**config.mk**
```make
export PLATFORM = sky130hd
export DESIGN_NAME = top_module_hls_deadlock_report
export DESIGN_NICKNAME = d
export VERILOG_FILES = /design/src/rtl/top_module_hls_deadlock_report.sv
export SDC_FILE = /design/constraint.sdc
export NUM_CORES = 1
export LEC_CHECK = 0
export ABC_AREA = 1
export CAP_MARGIN = 5
export CORE_MARGIN = 2
export CORE_UTILIZATION = 34
export DETAILED_ROUTE_END_ITERATION = 8
export DONT_BUFFER_PORTS = 1
export PLACE_DENSITY = 0.49
export SLEW_MARGIN = 20
export SYNTH_ARGS = -nofsm -noshare
export SYNTH_HDL_FRONTEND = slang
export SYNTH_SLANG_ARGS = --single-unit
export TNS_END_PERCENT = 100
```
**constraint.sdc**
```tcl
create_clock -name clock -period 2.7 [get_ports clock]
set_input_delay 0.675 -clock clock [delete_from_list [all_inputs] [get_ports clock]]
set_output_delay 0.675 -clock clock [all_outputs]
set_load 0.01 [all_outputs]
```
**src/rtl/top_module_hls_deadlock_report.sv**
```systemverilog
// Debounces the dataflow deadlock monitor's block flag, latches a sticky deadlock report,
// freezes the stall vectors at detection and tracks stall duration and event count.
module top_module_hls_deadlock_report #(
  parameter int DEBOUNCE_CYCLES = 16,
  parameter int CNT_WIDTH       = 16
) (
  input  logic                 clock,
  input  logic                 reset,
  input  logic                 block_in,
  input  logic [1:0]           axis_block_sigs,
  input  logic [12:0]          inst_idle_sigs,
  input  logic [8:0]           inst_block_sigs,
  input  logic                 clear,
  output logic                 deadlock_detected,
  output logic                 deadlock_pulse,
  output logic [1:0]           snap_axis_block,
  output logic [12:0]          snap_idle,
  output logic [8:0]           snap_block,
  output logic [CNT_WIDTH-1:0] stall_cycles,
  output logic [CNT_WIDTH-1:0] event_count
);

  localparam int DBC_W = $clog2(DEBOUNCE_CYCLES + 1);
  localparam logic [DBC_W-1:0] DBC_LAST = DBC_W'(DEBOUNCE_CYCLES - 1);
  localparam logic [CNT_WIDTH-1:0] CNT_MAX = {CNT_WIDTH{1'b1}};

  typedef enum logic [1:0] {
    IDLE   = 2'd0,
    ARMING = 2'd1,
    LOCKED = 2'd2
  } state_t;

  state_t           state_r;
  state_t           state_s;
  logic [DBC_W-1:0] dbc_r;
  logic [DBC_W-1:0] dbc_s;
  logic             detect_s;

  // State and debounce counter register
  always_ff @(posedge clock or posedge reset) begin
    if (reset) begin
      state_r <= IDLE;
      dbc_r   <= {DBC_W{1'b0}};
    end else begin
      state_r <= state_s;
      dbc_r   <= dbc_s;
    end
  end

  // Next-state and debounce logic; clear wins over a same-cycle detection
  always_comb begin
    state_s  = state_r;
    dbc_s    = dbc_r;
    detect_s = 1'b0;
    if (clear) begin
      state_s = IDLE;
      dbc_s   = {DBC_W{1'b0}};
    end else begin
      case (state_r)
        IDLE: begin
          if (block_in) begin
            dbc_s = DBC_W'(1);
            if (DEBOUNCE_CYCLES == 1) begin
              state_s  = LOCKED;
              detect_s = 1'b1;
            end else begin
              state_s = ARMING;
            end
          end else begin
            dbc_s = {DBC_W{1'b0}};
          end
        end
        ARMING: begin
          if (!block_in) begin
            state_s = IDLE;
            dbc_s   = {DBC_W{1'b0}};
          end else if (dbc_r == DBC_LAST) begin
            state_s  = LOCKED;
            detect_s = 1'b1;
          end else begin
            dbc_s = dbc_r + DBC_W'(1);
          end
        end
        LOCKED: begin
          state_s = LOCKED;
        end
        default: begin
          state_s = IDLE;
          dbc_s   = {DBC_W{1'b0}};
        end
      endcase
    end
  end

  // Report outputs: sticky flag, snapshots and saturating counters
  always_ff @(posedge clock or posedge reset) begin
    if (reset) begin
      deadlock_detected <= 1'b0;
      deadlock_pulse    <= 1'b0;
      snap_axis_block   <= 2'b00;
      snap_idle         <= 13'h0000;
      snap_block        <= 9'h000;
      stall_cycles      <= {CNT_WIDTH{1'b0}};
      event_count       <= {CNT_WIDTH{1'b0}};
    end else begin
      deadlock_pulse <= detect_s;
      if (clear) begin
        deadlock_detected <= 1'b0;
        snap_axis_block   <= 2'b00;
        snap_idle         <= 13'h0000;
        snap_block        <= 9'h000;
        stall_cycles      <= {CNT_WIDTH{1'b0}};
      end else if (detect_s) begin
        deadlock_detected <= 1'b1;
        snap_axis_block   <= axis_block_sigs;
        snap_idle         <= inst_idle_sigs;
        snap_block        <= inst_block_sigs;
        stall_cycles      <= {CNT_WIDTH{1'b0}};
        if (event_count != CNT_MAX) begin
          event_count <= event_count + CNT_WIDTH'(1);
        end
      end else if ((state_r == LOCKED) && block_in && (stall_cycles != CNT_MAX)) begin
        stall_cycles <= stall_cycles + CNT_WIDTH'(1);
      end
    end
  end

endmodule

```
==> metrics.yaml <==
finish:
  drive_gt1_share_pct: 10.0
  multi_input_area_mm2: 0.00135
  area_growth_pct: 9.81
  utilization_pct: 38.1
  n_antenna_cell: 0
  fill_cells: 940
  seqCellArea_mm2: 0.00163
  nets: 398
global_routing:
  grt.total_usage_pct: 15.3
  grt_max_degree: 42
  antenna_found_initial: 0
  gr-total-overflow: 0
  first_global_vias: 2451
  grt_first_pass_wirelength_mm: 12.2
synthesis:
  seq_area_frac_synth_pct: 51.2
  synth_area_mm2: 0.00318
  synth_nets: 393
  synth_area_leaders: "dfrtp_1, nand2_1, a22o_1, nor2_1, inv_1"
  avgSynthCellArea_um2: 8.80
  synthCells: 361
  synth_area_leader_cell: "dfrtp_1"
  ys_types: 32
  yosysTopAreaCellShare_pct: 51.2
  synth-seq-cells: 65
  ys_warn_count: 0
floorplanning:
  io_pins: 86
  placementRows: 35
  start_util_pct: 34.7
  fp.coreArea_mm2: 0.00915
  die_area_mm2: 0.0101
  fp.dieH_um: 101
  die_w_um: 101
worst_setup_path:
  cp.buffers_inverters: 2
  critical_path_class: "reg2reg"
  start_kind: "flop"
  cp.required_ps: 2940
  cpMaxStageDelayCell: "dfrtp_1"
  crit_top_cell: "nand2_1"
  cp_top_family: "simple AND/OR/NAND/NOR gates"
  worstPathCellList: "ha_1 -> nand2_1 -> nor2_1 -> ha_1 -> nand2_1 -> nor2_1 -> nand2_1 -> inv_2 -> nand2_1 -> inv_2 -> nand2_1 -> nand2_1 -> nand2_1"
  critPathCaptureType: "flop"
  critPathArrivalTime_ps: 2470
  crit_fanout: 21
  cpPeakStageDelay_ps: 390
cts:
  post_cts_resized: 0
  cts_setup_buffers: 0
  cts_root_buf: "clkbuf_8"
  clkLatencyLatePin_ps: 340
  cts_tree: "yes"
  cts_max_level: 3
  cts-hold-fix-buffers: 0
  clk_pin_slew_ps: 80
  numCtsBuffers: 9
  cts.sinks: 65
  cts.path.max_buffers: 2
hold_path:
  hold_path.class: "in2async"
routing:
  finalWirelength_mm: 7.12
  viasPerCell: 4.96
  drc: 0
  ant_nets: 0
  first_iter_violations: 87
  num_vias: 2386
  first_pass_iters: 4
  wl_per_cell_um: 14.8
pwr:
  vdd_drop_max_mv: 0.245
  p_per_area_mw_per_mm2: 553
  cellLeakagePower_nw: 1.62
timing:
  fmax_mhz: 449
  hold_viol: 0
  tightest_slew_ps: 683
  slew_headroom_pct: 54.4
  period_needed_ps: 2230
  fin_crit_sh_pct: 82.5
  setup_viol: 0
  rsz0062_at_grt: "no"
  maxSlewViolCount: 0
  setup_tns_ps: 0
  finClkSkew_ps: 17.1
placement:
  portBuffers: 0
  place_congestion: 0.818
  hpwlAfterDp_mm: 5.01
flow_run:
  maxCapViolCount: 0
status:
  status: "finished, final reports clean"
cell type report:
type,count,share of cell area (%)
Multi-Input combinational cell,251,38.6
Timing Repair Buffer,5,1.08
Sequential cell,65,46.6
Clock buffer,12,4.16
Clock inverter,3,1.87
Tap cell,111,3.98
Inverter,34,3.66
kinds of logic after synthesis:
logic type	synth area share, %
AO/OA/AOI/OAI	11.7
XOR/XNOR	3.31
flip-flops	51.2
adder cells (fa/ha/maj)	1.58
buffers and inverters	6.46
AND/OR/NAND/NOR	25.7
cell usage after synthesis:
cell type / count
inv_2: 3
nand3_1: 16
o21bai_1: 1
nand2_2: 2
and3_1: 1
nor2_4: 2
nand3_2: 2
a22o_1: 24
a21oi_1: 6
nand4_1: 5
xnor2_1: 5
ha_1: 4
o21ai_0: 10
nand3b_2: 1
a211oi_1: 1
nor3_1: 15
buf_4: 3
buf_2: 5
a2111oi_0: 1
dfrtp_1: 65
clkbuf_4: 1
nand3b_1: 3
nand2_4: 1
xor2_1: 7
inv_1: 31
nor2_2: 5
o21ai_1: 8
nor3b_1: 1
o21bai_4: 1
buf_6: 2
nand2_1: 91
nor2_1: 38
final timing paths:
| path | slack, ps | cells after the start | from | to |
|---|---|---|---|---|
| setup reg to reg | 470 | 13 | dbc_r[0] | event_count[4] |
| hold reg to reg | 500 | 1 | state_r[1] | state_r[0] |
| setup / recovery | 470 | 13 | dbc_r[0] | event_count[4] |
| hold / removal | 310 | 1 | reset | snap_axis_block[0] |
| min in group clock | 420 | 1 | clear | state_r[0] |
| max in group asynchronous | 1620 | 2 | reset | snap_idle[11] |
through the flow:
stage / instances / setup WS [ps] / hold slack, ps / cell area, um^2 / power [mW]
final: 481 / 473 / 313 / 3490 / 1.93
after global routing: 481 / 180 / 359 / 3490 / 2.01
after CTS: 481 / 443 / 335 / 3490 / 1.95
after detailed placement: 466 / 456 / 492 / 3280 / 1.04
after global placement: 466 / 526 / 502 / 3280 / 1.04
after floorplan: 361 / 399 / 461 / 3180 / 1.03
cell usage in the layout (no fill, tap or decap):
master	Yosys	layout
nand2_1	91	91
dfrtp_1	65	65
nor2_1	38	37
inv_1	31	30
a22o_1	24	24
nand3_1	16	16
nor3_1	15	15
o21ai_0	10	10
clkbuf_8	0	10
o21ai_1	8	8
xor2_1	7	7
nor2_2	5	6
a21oi_1	6	6
nand4_1	5	5
xnor2_1	5	5
buf_4	3	5
inv_2	3	4
ha_1	4	4
nand3b_1	3	3
nand2_2	2	2
nor2_4	2	2
nand3_2	2	2
clkbuf_1	0	2
bufinv_16	0	2
nand2_4	1	1
nor3b_1	1	1
a2111oi_0	1	1
a211oi_1	1	1
o21bai_4	1	1
and3_1	1	1
o21bai_1	1	1
nand3b_2	1	1
clkinv_2	0	1
report_power, final:
group          switching [mW]  internal, mW
clock network           0.368         0.540
logic                  0.0343       0.00778
registers             0.00178         0.975
flip-flops by register name, indices dropped and copies added, names as in the netlist:
name               count
event_count           16
stall_cycles          16
snap_idle             13
snap_block             9
dbc_r                  5
snap_axis_block        2
state_r                2
deadlock_detected      1
deadlock_pulse         1
metal layers:
| metal | vias up | global-route usage [%] | wire, um |
|---|---|---|---|
| li1 | 1194 | - | - |
| met2 | 67 | 22.8 | 3090 |
| met1 | 1117 | 20.5 | 3410 |
| met4 | 0 | 4.85 | 95 |
| met5 | - | 0 | 0 |
| met3 | 8 | 5.96 | 528 |
No activity file was read; power rests on OpenSTA's default activity.
